`src/rtl/mpu_seq_ctrl_if.sv`:
```
// I2C master command bus between the MPU6050 sequencer and the I2C engine.
interface mpu_seq_ctrl_if;
    logic       i2c_start_out;
    logic [7:0] i2c_config;
    logic [6:0] i2c_device_address;
    logic [7:0] i2c_reg_address;
    logic [7:0] i2c_write_reg_data;
    logic [7:0] i2c_data_num;
    logic       i2c_done_in;
    logic       i2c_nack_in;

    modport master (
        output i2c_start_out, i2c_config, i2c_device_address, i2c_reg_address,
               i2c_write_reg_data, i2c_data_num,
        input  i2c_done_in, i2c_nack_in
    );

    modport slave (
        input  i2c_start_out, i2c_config, i2c_device_address, i2c_reg_address,
               i2c_write_reg_data, i2c_data_num,
        output i2c_done_in, i2c_nack_in
    );
endinterface

```
`src/rtl/mpu_seq_ctrl.sv`:
```
// MPU6050 sequencer: table-driven config writes, calibration burst reads, then one burst read
// per timer tick, with NACK/timeout retry and an error state.
module mpu_seq_ctrl #(
    parameter logic [6:0]   DEV_ADDR       = 7'h68,
    parameter int unsigned  NUM_CFG        = 5,
    parameter logic [127:0] CFG_TABLE      = 128'h6B00_1907_1A06_1B10_1C00,
    parameter logic [7:0]   RD_REG         = 8'h3B,
    parameter logic [7:0]   RD_LEN         = 8'h0E,
    parameter int unsigned  CALIB_SAMPLES  = 1024,
    parameter int unsigned  TIMEOUT_CYCLES = 100000,
    parameter int unsigned  MAX_RETRY      = 3
) (
    input  logic          clk_in,
    input  logic          rst_in,
    input  logic          key_flag_in,
    input  logic          timer_tick_in,
    mpu_seq_ctrl_if.master i2c,
    output logic          config_done,
    output logic          calib_done_out,
    output logic          sample_valid_out,
    output logic          timer_en_out,
    output logic          overrun_out,
    output logic          error_out
);

    typedef enum logic [3:0] {
        StIdle, StCfgIssue, StCfgWait, StCalIssue, StCalWait,
        StRunIdle, StRunIssue, StRunWait, StError
    } state_e;

    state_e      state_q, state_d;
    logic [3:0]  cfg_idx_q, cfg_idx_d;
    logic [31:0] cal_cnt_q, cal_cnt_d;
    logic [31:0] tmo_q, tmo_d;
    logic [7:0]  retry_q, retry_d;
    logic        stop_q, stop_d;
    logic        start_q, start_d;
    logic [7:0]  cfg_q, cfg_d;
    logic [6:0]  dev_q, dev_d;
    logic [7:0]  reg_q, reg_d;
    logic [7:0]  wdata_q, wdata_d;
    logic [7:0]  num_q, num_d;
    logic        config_done_q, config_done_d;
    logic        calib_done_q, calib_done_d;
    logic        sample_q, sample_d;
    logic        timer_en_q, timer_en_d;
    logic        overrun_q, overrun_d;
    logic        error_q, error_d;

    // Entry 0 sits in the most significant used slot of the table.
    function automatic logic [15:0] cfg_entry(logic [3:0] idx);
        logic [127:0] sh;
        sh = CFG_TABLE >> (16 * (NUM_CFG - 1 - 32'(idx)));
        return sh[15:0];
    endfunction

    logic        fail, done, stop;
    logic [15:0] entry;
    state_e      retry_st;

    always_comb begin
        state_d       = state_q;
        cfg_idx_d     = cfg_idx_q;
        cal_cnt_d     = cal_cnt_q;
        retry_d       = retry_q;
        stop_d        = 1'b0;
        cfg_d         = cfg_q;
        dev_d         = dev_q;
        reg_d         = reg_q;
        wdata_d       = wdata_q;
        num_d         = num_q;
        config_done_d = config_done_q;
        calib_done_d  = calib_done_q;
        error_d       = error_q;
        sample_d      = 1'b0;
        overrun_d     = 1'b0;
        stop          = 1'b0;
        entry         = '0;

        // A simultaneous nack overrides done; a done beats a timeout in the same cycle.
        fail = i2c.i2c_nack_in ||
               (!i2c.i2c_done_in && (tmo_q == TIMEOUT_CYCLES - 1));
        done = i2c.i2c_done_in && !i2c.i2c_nack_in;

        unique case (state_q)
            StCfgWait: retry_st = StCfgIssue;
            StCalWait: retry_st = StCalIssue;
            default:   retry_st = StRunIssue;
        endcase

        tmo_d = (state_q inside {StCfgWait, StCalWait, StRunWait}) ? tmo_q + 32'd1 : 32'd0;

        unique case (state_q)
            StIdle: begin
                if (key_flag_in) begin
                    state_d       = StCfgIssue;
                    cfg_idx_d     = '0;
                    cal_cnt_d     = '0;
                    retry_d       = '0;
                    config_done_d = 1'b0;
                    calib_done_d  = 1'b0;
                    error_d       = 1'b0;
                end
            end
            StCfgIssue: state_d = StCfgWait;
            StCalIssue: state_d = StCalWait;
            StRunIdle: begin
                if (key_flag_in)        state_d = StIdle;
                else if (timer_tick_in) state_d = StRunIssue;
            end
            StRunIssue: begin
                overrun_d = timer_tick_in;
                state_d   = key_flag_in ? StIdle : StRunWait;
            end
            StCfgWait, StCalWait, StRunWait: begin
                if (state_q == StRunWait) begin
                    overrun_d = timer_tick_in;
                    stop      = stop_q || key_flag_in;
                    stop_d    = stop;
                end
                if (fail) begin
                    if (stop) begin
                        state_d = StIdle;
                    end else if (32'(retry_q) < MAX_RETRY) begin
                        retry_d = retry_q + 8'd1;
                        state_d = retry_st;
                    end else begin
                        state_d = StError;
                    end
                end else if (done) begin
                    retry_d = '0;
                    if (state_q == StCfgWait) begin
                        if (32'(cfg_idx_q) == NUM_CFG - 1) begin
                            config_done_d = 1'b1;
                            state_d       = StCalIssue;
                        end else begin
                            cfg_idx_d = cfg_idx_q + 4'd1;
                            state_d   = StCfgIssue;
                        end
                    end else if (state_q == StCalWait) begin
                        sample_d  = 1'b1;
                        cal_cnt_d = cal_cnt_q + 32'd1;
                        if (cal_cnt_d == CALIB_SAMPLES) begin
                            calib_done_d = 1'b1;
                            state_d      = StRunIdle;
                        end else begin
                            state_d = StCalIssue;
                        end
                    end else begin
                        sample_d = 1'b1;
                        state_d  = stop ? StIdle : StRunIdle;
                    end
                end
            end
            StError: begin
                if (key_flag_in) state_d = StIdle;
            end
            default: state_d = StIdle;
        endcase

        // Command fields follow the state being entered, so retries reload identical values.
        case (state_d)
            StIdle, StError: begin
                cfg_d   = 8'h00;
                dev_d   = '0;
                reg_d   = '0;
                wdata_d = '0;
                num_d   = '0;
            end
            StCfgIssue: begin
                entry   = cfg_entry(cfg_idx_d);
                cfg_d   = 8'h01;
                dev_d   = DEV_ADDR;
                reg_d   = entry[15:8];
                wdata_d = entry[7:0];
                num_d   = 8'd1;
            end
            StCalIssue, StRunIssue: begin
                cfg_d   = 8'h05;
                dev_d   = DEV_ADDR;
                reg_d   = RD_REG;
                wdata_d = 8'h00;
                num_d   = RD_LEN;
            end
            StRunIdle: cfg_d = 8'h00;
            default: ;
        endcase

        if (state_d == StError) error_d = 1'b1;
        start_d    = state_d inside {StCfgIssue, StCalIssue, StRunIssue};
        timer_en_d = state_d inside {StRunIdle, StRunIssue, StRunWait};
    end

    always_ff @(posedge clk_in) begin
        if (rst_in) begin
            state_q       <= StIdle;
            cfg_idx_q     <= '0;
            cal_cnt_q     <= '0;
            tmo_q         <= '0;
            retry_q       <= '0;
            stop_q        <= 1'b0;
            start_q       <= 1'b0;
            cfg_q         <= 8'h00;
            dev_q         <= '0;
            reg_q         <= '0;
            wdata_q       <= '0;
            num_q         <= '0;
            config_done_q <= 1'b0;
            calib_done_q  <= 1'b0;
            sample_q      <= 1'b0;
            timer_en_q    <= 1'b0;
            overrun_q     <= 1'b0;
            error_q       <= 1'b0;
        end else begin
            state_q       <= state_d;
            cfg_idx_q     <= cfg_idx_d;
            cal_cnt_q     <= cal_cnt_d;
            tmo_q         <= tmo_d;
            retry_q       <= retry_d;
            stop_q        <= stop_d;
            start_q       <= start_d;
            cfg_q         <= cfg_d;
            dev_q         <= dev_d;
            reg_q         <= reg_d;
            wdata_q       <= wdata_d;
            num_q         <= num_d;
            config_done_q <= config_done_d;
            calib_done_q  <= calib_done_d;
            sample_q      <= sample_d;
            timer_en_q    <= timer_en_d;
            overrun_q     <= overrun_d;
            error_q       <= error_d;
        end
    end

    assign i2c.i2c_start_out      = start_q;
    assign i2c.i2c_config         = cfg_q;
    assign i2c.i2c_device_address = dev_q;
    assign i2c.i2c_reg_address    = reg_q;
    assign i2c.i2c_write_reg_data = wdata_q;
    assign i2c.i2c_data_num       = num_q;
    assign config_done            = config_done_q;
    assign calib_done_out         = calib_done_q;
    assign sample_valid_out       = sample_q;
    assign timer_en_out           = timer_en_q;
    assign overrun_out            = overrun_q;
    assign error_out              = error_q;

endmodule

```
`src/flat_wrapper.sv`:
```
// flat-port wrapper written by rule: the top's interface ports become plain ports
module mpu_seq_ctrl_flat 
#(
    parameter logic [6:0]   DEV_ADDR       = 7'h68,
    parameter int unsigned  NUM_CFG        = 5,
    parameter logic [127:0] CFG_TABLE      = 128'h6B00_1907_1A06_1B10_1C00,
    parameter logic [7:0]   RD_REG         = 8'h3B,
    parameter logic [7:0]   RD_LEN         = 8'h0E,
    parameter int unsigned  CALIB_SAMPLES  = 1024,
    parameter int unsigned  TIMEOUT_CYCLES = 100000,
    parameter int unsigned  MAX_RETRY      = 3
)
  (clk_in, rst_in, key_flag_in, timer_tick_in, config_done, calib_done_out, sample_valid_out, timer_en_out, overrun_out, error_out, i2c_i2c_start_out, i2c_i2c_config, i2c_i2c_device_address, i2c_i2c_reg_address, i2c_i2c_write_reg_data, i2c_i2c_data_num, i2c_i2c_done_in, i2c_i2c_nack_in);
  mpu_seq_ctrl_if i2c_i ();
  input  logic clk_in;
  input  logic rst_in;
  input  logic key_flag_in;
  input  logic timer_tick_in;
  output logic config_done;
  output logic calib_done_out;
  output logic sample_valid_out;
  output logic timer_en_out;
  output logic overrun_out;
  output logic error_out;
  output wire logic [$bits(i2c_i.i2c_start_out)-1:0] i2c_i2c_start_out;
  output wire logic [$bits(i2c_i.i2c_config)-1:0] i2c_i2c_config;
  output wire logic [$bits(i2c_i.i2c_device_address)-1:0] i2c_i2c_device_address;
  output wire logic [$bits(i2c_i.i2c_reg_address)-1:0] i2c_i2c_reg_address;
  output wire logic [$bits(i2c_i.i2c_write_reg_data)-1:0] i2c_i2c_write_reg_data;
  output wire logic [$bits(i2c_i.i2c_data_num)-1:0] i2c_i2c_data_num;
  input wire logic [$bits(i2c_i.i2c_done_in)-1:0] i2c_i2c_done_in;
  input wire logic [$bits(i2c_i.i2c_nack_in)-1:0] i2c_i2c_nack_in;
  assign i2c_i2c_start_out = i2c_i.i2c_start_out;
  assign i2c_i2c_config = i2c_i.i2c_config;
  assign i2c_i2c_device_address = i2c_i.i2c_device_address;
  assign i2c_i2c_reg_address = i2c_i.i2c_reg_address;
  assign i2c_i2c_write_reg_data = i2c_i.i2c_write_reg_data;
  assign i2c_i2c_data_num = i2c_i.i2c_data_num;
  assign i2c_i.i2c_done_in = i2c_i2c_done_in;
  assign i2c_i.i2c_nack_in = i2c_i2c_nack_in;
  mpu_seq_ctrl #(.DEV_ADDR(DEV_ADDR), .NUM_CFG(NUM_CFG), .CFG_TABLE(CFG_TABLE), .RD_REG(RD_REG), .RD_LEN(RD_LEN), .CALIB_SAMPLES(CALIB_SAMPLES), .TIMEOUT_CYCLES(TIMEOUT_CYCLES), .MAX_RETRY(MAX_RETRY)) u_core (.clk_in(clk_in), .rst_in(rst_in), .key_flag_in(key_flag_in), .timer_tick_in(timer_tick_in), .i2c(i2c_i), .config_done(config_done), .calib_done_out(calib_done_out), .sample_valid_out(sample_valid_out), .timer_en_out(timer_en_out), .overrun_out(overrun_out), .error_out(error_out));
endmodule
```
`config.mk`:
```
export PLATFORM = sky130hd
export DESIGN_NAME = mpu_seq_ctrl_flat
export DESIGN_NICKNAME = d
export VERILOG_FILES = /design/src/rtl/mpu_seq_ctrl_if.sv /design/src/rtl/mpu_seq_ctrl.sv /design/src/flat_wrapper.sv
export SDC_FILE = /design/constraint.sdc
export NUM_CORES = 1
export LEC_CHECK = 0
export ABC_AREA = 0
export CAP_MARGIN = 10
export CELL_PAD_IN_SITES_DETAIL_PLACEMENT = 0
export CELL_PAD_IN_SITES_GLOBAL_PLACEMENT = 1
export CORE_MARGIN = 1.5
export CORE_UTILIZATION = 45
export CTS_BUF_LIST = sky130_fd_sc_hd__clkbuf_8
export CTS_CLUSTER_SIZE = 30
export DETAILED_ROUTE_END_ITERATION = 8
export GPL_ROUTABILITY_DRIVEN = 0
export HOLD_SLACK_MARGIN = 0.05
export PLACE_DENSITY_LB_ADDON = 0.1
export SLEW_MARGIN = 20
export SYNTH_ARGS = -nofsm -noshare
export SYNTH_HDL_FRONTEND = slang
export SYNTH_SLANG_ARGS = --single-unit
```
`constraint.sdc`:
```
create_clock -name clk_in -period 3.6 [get_ports clk_in]
set_input_delay 1.08 -clock clk_in [delete_from_list [all_inputs] [get_ports clk_in]]
set_output_delay 1.08 -clock clk_in [all_outputs]
set_load 0.01 [all_outputs]
```
Yosys cells after proc, flatten, opt, wreduce, memory -nomap -nowiden
Index checks and enable logic that the tools add are counted.
Word-level totals
  latch bits: 0
  memories kept: 0
  bits in writable memories: 0
  input port bits: 6
  logic and storage cells: 146
  register bits: 127
  memory bits (read-only): 0
  output and inout port bits: 46
Operators by class
  reduce and logical (&&, ||, !) cells: 32
  shift operators: 1
  eq/ne operators: 28
  order comparisons: 1
  $add $sub $neg: 5
  mux-type cells: 58
  divide/modulo/power cells: 0
  bitwise gates (word level): 3
  $mul: 0
Operators by type and width (number)
  2-to-1 mux 32 bit: 5
  right shift 79 x 32 -> 16 bit (first input constant): 1
  one-hot mux 8 bit (3 select lines): 3
  adder 32 x 1 -> 32 bit (second input constant): 2
  one-hot mux 32 bit (2 select lines): 1
  2-to-1 mux 4 bit: 15
  2-to-1 mux 8 bit: 5
  equality test 32 x 11 -> 1 bit (second input constant): 1
  equality test 32 x 17 -> 1 bit (second input constant): 1
  equality test 4 x 3 -> 1 bit (second input constant): 8
  one-hot mux 8 bit (2 select lines): 2
  one-hot mux 4 bit (7 select lines): 1
  2-to-1 mux 1 bit: 16
  nonzero test 3 bit: 5
  one-hot mux 7 bit (2 select lines): 1
  equality test 4 x 2 -> 1 bit (second input constant): 3
  AND reduction 6 bit: 2
  != test 2 x 1 -> 1 bit (second input constant): 5
  nonzero test 2 bit: 5
  2-to-1 mux 3 bit: 3
  OR reduction 3 bit: 3
  adder 8 x 1 -> 8 bit (second input constant): 1
  equality test 4 x 1 -> 1 bit (second input constant): 2
  equality test 4 bit (second input constant): 2
  other kinds (20): 35

Logic depth before layout (Yosys ltp)
  depth after elaboration: 12
  mapped depth: 14
  gate-level depth less buffers: 12

Worst setup path before layout
Ideal clock, no wire load.
  kind: input to register
  start: in i2c_i2c_nack_in
  end: reg u_core.reg_q[1] (netlist: u_core.i2c.i2c_reg_address[1])
  path buffers: 1
  arrival: 3.244 ns
  setup time: 0.120 ns
  stages on the path: 12
  path slack: 0.236 ns
  data required time: 3.480 ns
  path through: nand2b_1 nor4_1 a21oi_1 a31o_2 clkbuf_1 ha_1 nor2_1 a21oi_1 nor2b_1 o21ai_0 a21oi_1 a211o_1
Between the ends
  word-level cells in the longest chain between the ends: 8
  elaborated cells on any way between the ends: 20
  those cells by class: add/sub: 1; eq/ne: 4; shift: 1; mux: 7; reduce/logical: 7
Ends and longest elaborated chain
  start: declaration: line flat_wrapper.sv:32  | input wire logic [$bits(i2c_i.i2c_nack_in)-1:0] i2c_i2c_nack_in;
  logical NOT 1 bit: line mpu_seq_ctrl.sv:83  | done = i2c.i2c_done_in && !i2c.i2c_nack_in;
  logical AND 1 bit: line mpu_seq_ctrl.sv:83
  2-to-1 mux 4 bit: line mpu_seq_ctrl.sv:130  | end else if (done) begin
  2-to-1 mux 4 bit: line mpu_seq_ctrl.sv:121  | if (fail) begin
  one-hot mux 4 bit (2 select lines) / one-hot mux 4 bit (7 select lines) (equally long branches): line mpu_seq_ctrl.sv:93  | unique case (state_q)
  subtractor 3 x 4 -> 5 bit, or another cell as far along: line mpu_seq_ctrl.sv:53  | sh = CFG_TABLE >> (16 * (NUM_CFG - 1 - 32'(idx)));
  right shift 79 x 32 -> 16 bit / OR reduction 2 bit (equally long branches): line mpu_seq_ctrl.sv:53, mpu_seq_ctrl.sv:162
  one-hot mux 8 bit (3 select lines) / nonzero test 3 bit (equally long branches)
  end signal: assignment: line mpu_seq_ctrl.sv:224  | reg_q <= reg_d;
  end: declaration: line mpu_seq_ctrl.sv:40  | logic [7:0] reg_q, reg_d;
Several ways; a longest one is shown, not always the timed one.
A chain may end at the register's enable or synchronous reset.

Worst setup path after layout
  start: reg u_core.cal_cnt_q[17]
  end: reg u_core.reg_q[6] (netlist: u_core.i2c.i2c_reg_address[6])
Between the ends
  word-level cells in the longest chain between the ends: 11
  elaborated cells on any way between the ends: 17
  those cells by class: add/sub: 1; eq/ne: 5; mux: 7; reduce/logical: 4
Ends and longest elaborated chain
  start: declaration: line mpu_seq_ctrl.sv:33  | logic [31:0] cal_cnt_q, cal_cnt_d;
  start signal: assignment: line mpu_seq_ctrl.sv:217  | cal_cnt_q <= cal_cnt_d;
  adder 32 x 1 -> 32 bit (*): line mpu_seq_ctrl.sv:142  | cal_cnt_d = cal_cnt_q + 32'd1;
  equality test 32 x 11 -> 1 bit (*): line mpu_seq_ctrl.sv:143  | if (cal_cnt_d == CALIB_SAMPLES) begin
  2-to-1 mux 3 bit (*): line mpu_seq_ctrl.sv:143
  2-to-1 mux 4 bit (*): line mpu_seq_ctrl.sv:140  | end else if (state_q == StCalWait) begin
  2-to-1 mux 4 bit (*): line mpu_seq_ctrl.sv:132  | if (state_q == StCfgWait) begin
  2-to-1 mux 4 bit (*): line mpu_seq_ctrl.sv:130
  2-to-1 mux 4 bit (*): line mpu_seq_ctrl.sv:121
  one-hot mux 4 bit (7 select lines) (*): line mpu_seq_ctrl.sv:93
  equality test 4 x 3 -> 1 bit, or another cell as far along: line mpu_seq_ctrl.sv:162  | case (state_d)
  OR reduction 2 bit: line mpu_seq_ctrl.sv:162
  one-hot mux 8 bit (3 select lines) / nonzero test 3 bit (equally long branches)
Mark *: on every way between the ends. The rest lies on a longest branch, timed or not.

==> metrics.csv <==
metric,value,unit
drive_gt1_share,11.88,%
wirelength,14600,um
io_buffers,32,
grt_max_degree,33,
grt.total_usage,21.59,%
yosys_register_bits,103,
avgRoutedWirePerCell,14.90,um
cts_hold_buf,0,
drv_cap,0,
dr_total_vias,5562,
synth.cell_area,5893,um2
cts_tree,built,
async_flop_share,0,%
antenna_cells,0,
synth_edf_count,0,
postSynthAreaPerCell,7.744,um2
die_area,13790,um2
gr-total-overflow,0,
std_cell_rows,41,
fp.coreArea,12720,um2
min_period,3371,ps
drtIter0Drc,543,
end_kind,flop,
setup_tns,0,ps
hold_start,u_core.error_out,
netlist_instances,761,
fin_ws,229.0,ps
synthAdderAreaFrac,1.486,%
place_ws,-110.4,ps
synth_top_family_by_area,simple AND/OR/NAND/NOR gates,
holdPathStages,1,
fin_skew,9.467,ps
relSlewSlack,56.92,%
worst-endpoint-arrival,3670,ps
fillers,1299,
r2r_slack,230,ps
num-nets-final,816,
hold_class,flop to flop,
grt_first_pass_wirelength,24650,um
yosysWarnings,0,
whs,475.5,ps
grt_antenna_before_repair,0,
status,finished clean,
r2r_start,u_core.cal_cnt_q[17],
synth-main-ff-cell,dfxtp_1,
dp_hpwl,10370,um
crit_fanout,9,
ant_nets,0,
dr.pass1.iters,5,
synth_seq_area_share,34.99,%
crit-reg2reg-capture,u_core.i2c.i2c_reg_address[6],
tightest_slew,641.3,ps
area_delta_synth_final,14.16,%
die_w,117.4,um
stdcell_area,6728,um2
grt_setup_unrepaired,no,
powerDensity,342.6,nW/um2
ff2ff_path_depth,11,
critPathKind,flop to flop,
drc,0,
cp-start-kind,flop,
cts.path.max_buffers,2,
synthXorXnorAreaFrac,5.796,%
report.power.total,2.305,mW
timing.final.crit_share,93.64,%
root_buffer,clkbuf_8,
die_h,117.4,um
cp.required,3900,ps
clk_latency,390,ps
ir_worst_vdd,0.2965,mV
cts_buffers,9,
boundaryPins,52,
htree_levels,3,
grt_pass1_vias,5150,
synth_compound_area_share,18.43,%
viasPerCell,5.676,
slew_viol_final,0,
p_leak,2.412,nW
min_to,u_core.error_out,
setup_viol,0,
hold_violations,0,
placed_cell_area,6496,um2
clk_pin_slew,110,ps
synth_cell_types,66,
clock_sinks,103,
clock.fmax,296.6,MHz
yosys.area_share.simple,31.10,%
synth_mux_area_share,0.5096,%
start_util,46.32,%
==> per-layer routing <==
layer / global-route usage, % / up-vias / share of wire [%]
met2: 35.74 / 115 / 48
met4: 6.944 / 0 / 0.98
met3: 4.523 / 12 / 4.0
met1: 28.09 / 2659 / 47
met5: 0 / - / 0
li1: - / 2776 / -
==> logic make-up (layout without fill, tap and decap cells) <==
group,Yosys count,count (layout)
XOR/XNOR,39,39
AND/OR/NAND/NOR,346,346
adder cells (fa/ha/maj),7,7
other,1,19
buffers and inverters,88,117
AO/OA/AOI/OAI,174,174
flip-flops,103,103
multiplexers,3,3
==> worst max path at each step <==
stage	from	endpoint	slack (ps)	depth (start not counted)
after floorplan	i2c_i2c_nack_in	u_core.i2c.i2c_reg_address[1]	240	12
after global placement	i2c_i2c_done_in	u_core.i2c.i2c_reg_address[3]	-30	12
after detailed placement	key_flag_in	u_core.i2c.i2c_reg_address[6]	-110	12
after CTS	u_core.cal_cnt_q[1]	u_core.i2c.i2c_reg_address[6]	170	11
after global routing	u_core.cal_cnt_q[17]	u_core.i2c.i2c_reg_address[6]	7	11
final	u_core.cal_cnt_q[17]	u_core.i2c.i2c_reg_address[6]	230	11
==> metrics by stage <==
stage / util [%] / cells
6_report: 52.88 / 980
5_1_grt: 52.88 / 980
4_1_cts: 52.56 / 979
3_5_place_dp: 51.06 / 963
3_3_place_gp: 51.06 / 963
2_1_floorplan: - / 779
==> power by group <==
group / internal (mW) / switching (mW) / total, mW / leakage, nW
clock: 0.267 / 0.460 / 0.727 / 0.0949
combinational: 0.173 / 0.211 / 0.384 / 1.48
sequential: 1.17 / 0.0270 / 1.19 / 0.834
==> critical path, cell delays in order, from the launching register on <==
cell and delay [ps]:
dfxtp_1 510, nand4_2 270, or4_1 620, nor2_1 220
xor2_1 120, nor4_1 340, and4_4 330, a221oi_4 100
nor3_1 330, nor3_2 60, buf_4 170, a22o_1 230
==> state kept, by name (all words and copies together) (netlist names) <==
signal                         flops
u_core.overrun_out                 1
u_core.error_out                   1
u_core.cfg_idx_q                   4
u_core.state_q                     4
u_core.i2c.i2c_reg_address         7
u_core.i2c.i2c_device_address      1
u_core.tmo_q                      32
u_core.i2c.i2c_data_num            2
u_core.retry_q                     8
u_core.i2c.i2c_start_out           1
u_core.sample_valid_out            1
u_core.stop_q                      1
u_core.calib_done_out              1
u_core.i2c.i2c_config              2
u_core.timer_en_out                1
u_core.cal_cnt_q                  32
u_core.i2c.i2c_write_reg_data      3
u_core.config_done                 1
==> Yosys cell counts, types with 7 or more instances <==
master    count  area share, %
a21oi_1      65            5.5
a31oi_1       9           0.96
and3_1       14            1.5
and4_1        7            1.0
buf_2        13            1.1
buf_4        25            3.2
clkbuf_1     29            1.8
dfxtp_1     103             35
ha_1          7            1.5
inv_1        15           0.96
nand2_1      54            3.4
nand2b_1     11            1.2
nand3_1      33            2.8
nand3b_1      7           0.89
nand4_1      24            2.5
nor2_1       93            5.9
nor2b_1      15            1.6
nor3_1       23            2.0
nor4_1       18            1.9
o21ai_0      46            3.9
or3_1        17            1.8
xnor2_1      17            2.5
xor2_1       22            3.3
==> final cells by class <==
class                   instances  area (um2)  share of cell area (%)
clock buffers                   9       123.9                   1.841
clock inverters                 7       66.31                  0.9857
inverters                      15       56.30                  0.8369
multi-input cells             588        3480                   51.72
flip-flops and latches        103        2066                   30.70
well taps                     172       215.2                   3.199
repair buffers                 86       720.7                   10.71
==> cell usage in the layout, fill, tap and decap left out, types with 4 or more instances in the layout <==
cell / n
dfxtp_1: 100
nor2_1: 93
a21oi_1: 65
nand2_1: 54
buf_4: 54
o21ai_0: 46
nand3_1: 32
clkdlybuf4s50_1: 31
nand4_1: 24
nor3_1: 22
xor2_1: 22
conb_1: 19
xnor2_1: 17
or3_1: 17
nor4_1: 16
inv_1: 15
nor2b_1: 15
and3_1: 14
nand2b_1: 11
a31oi_1: 9
clkbuf_8: 9
nand3b_1: 7
ha_1: 7
and4_1: 6
or4_1: 6
a211oi_1: 5
o21a_1: 5
a22oi_1: 4
nor3_2: 4
nor4_2: 4
and2_1: 4
a211o_1: 4
a32o_1: 4
==> what timing repair did <==
item / CTS / global route
endpoints found under the hold margin: 0 / 0
gates resized for setup: 0 / 9
endpoints found under the setup margin: 0 / 16
buffers inserted: 0 / 1
No activity file was read; power rests on OpenSTA's default activity.
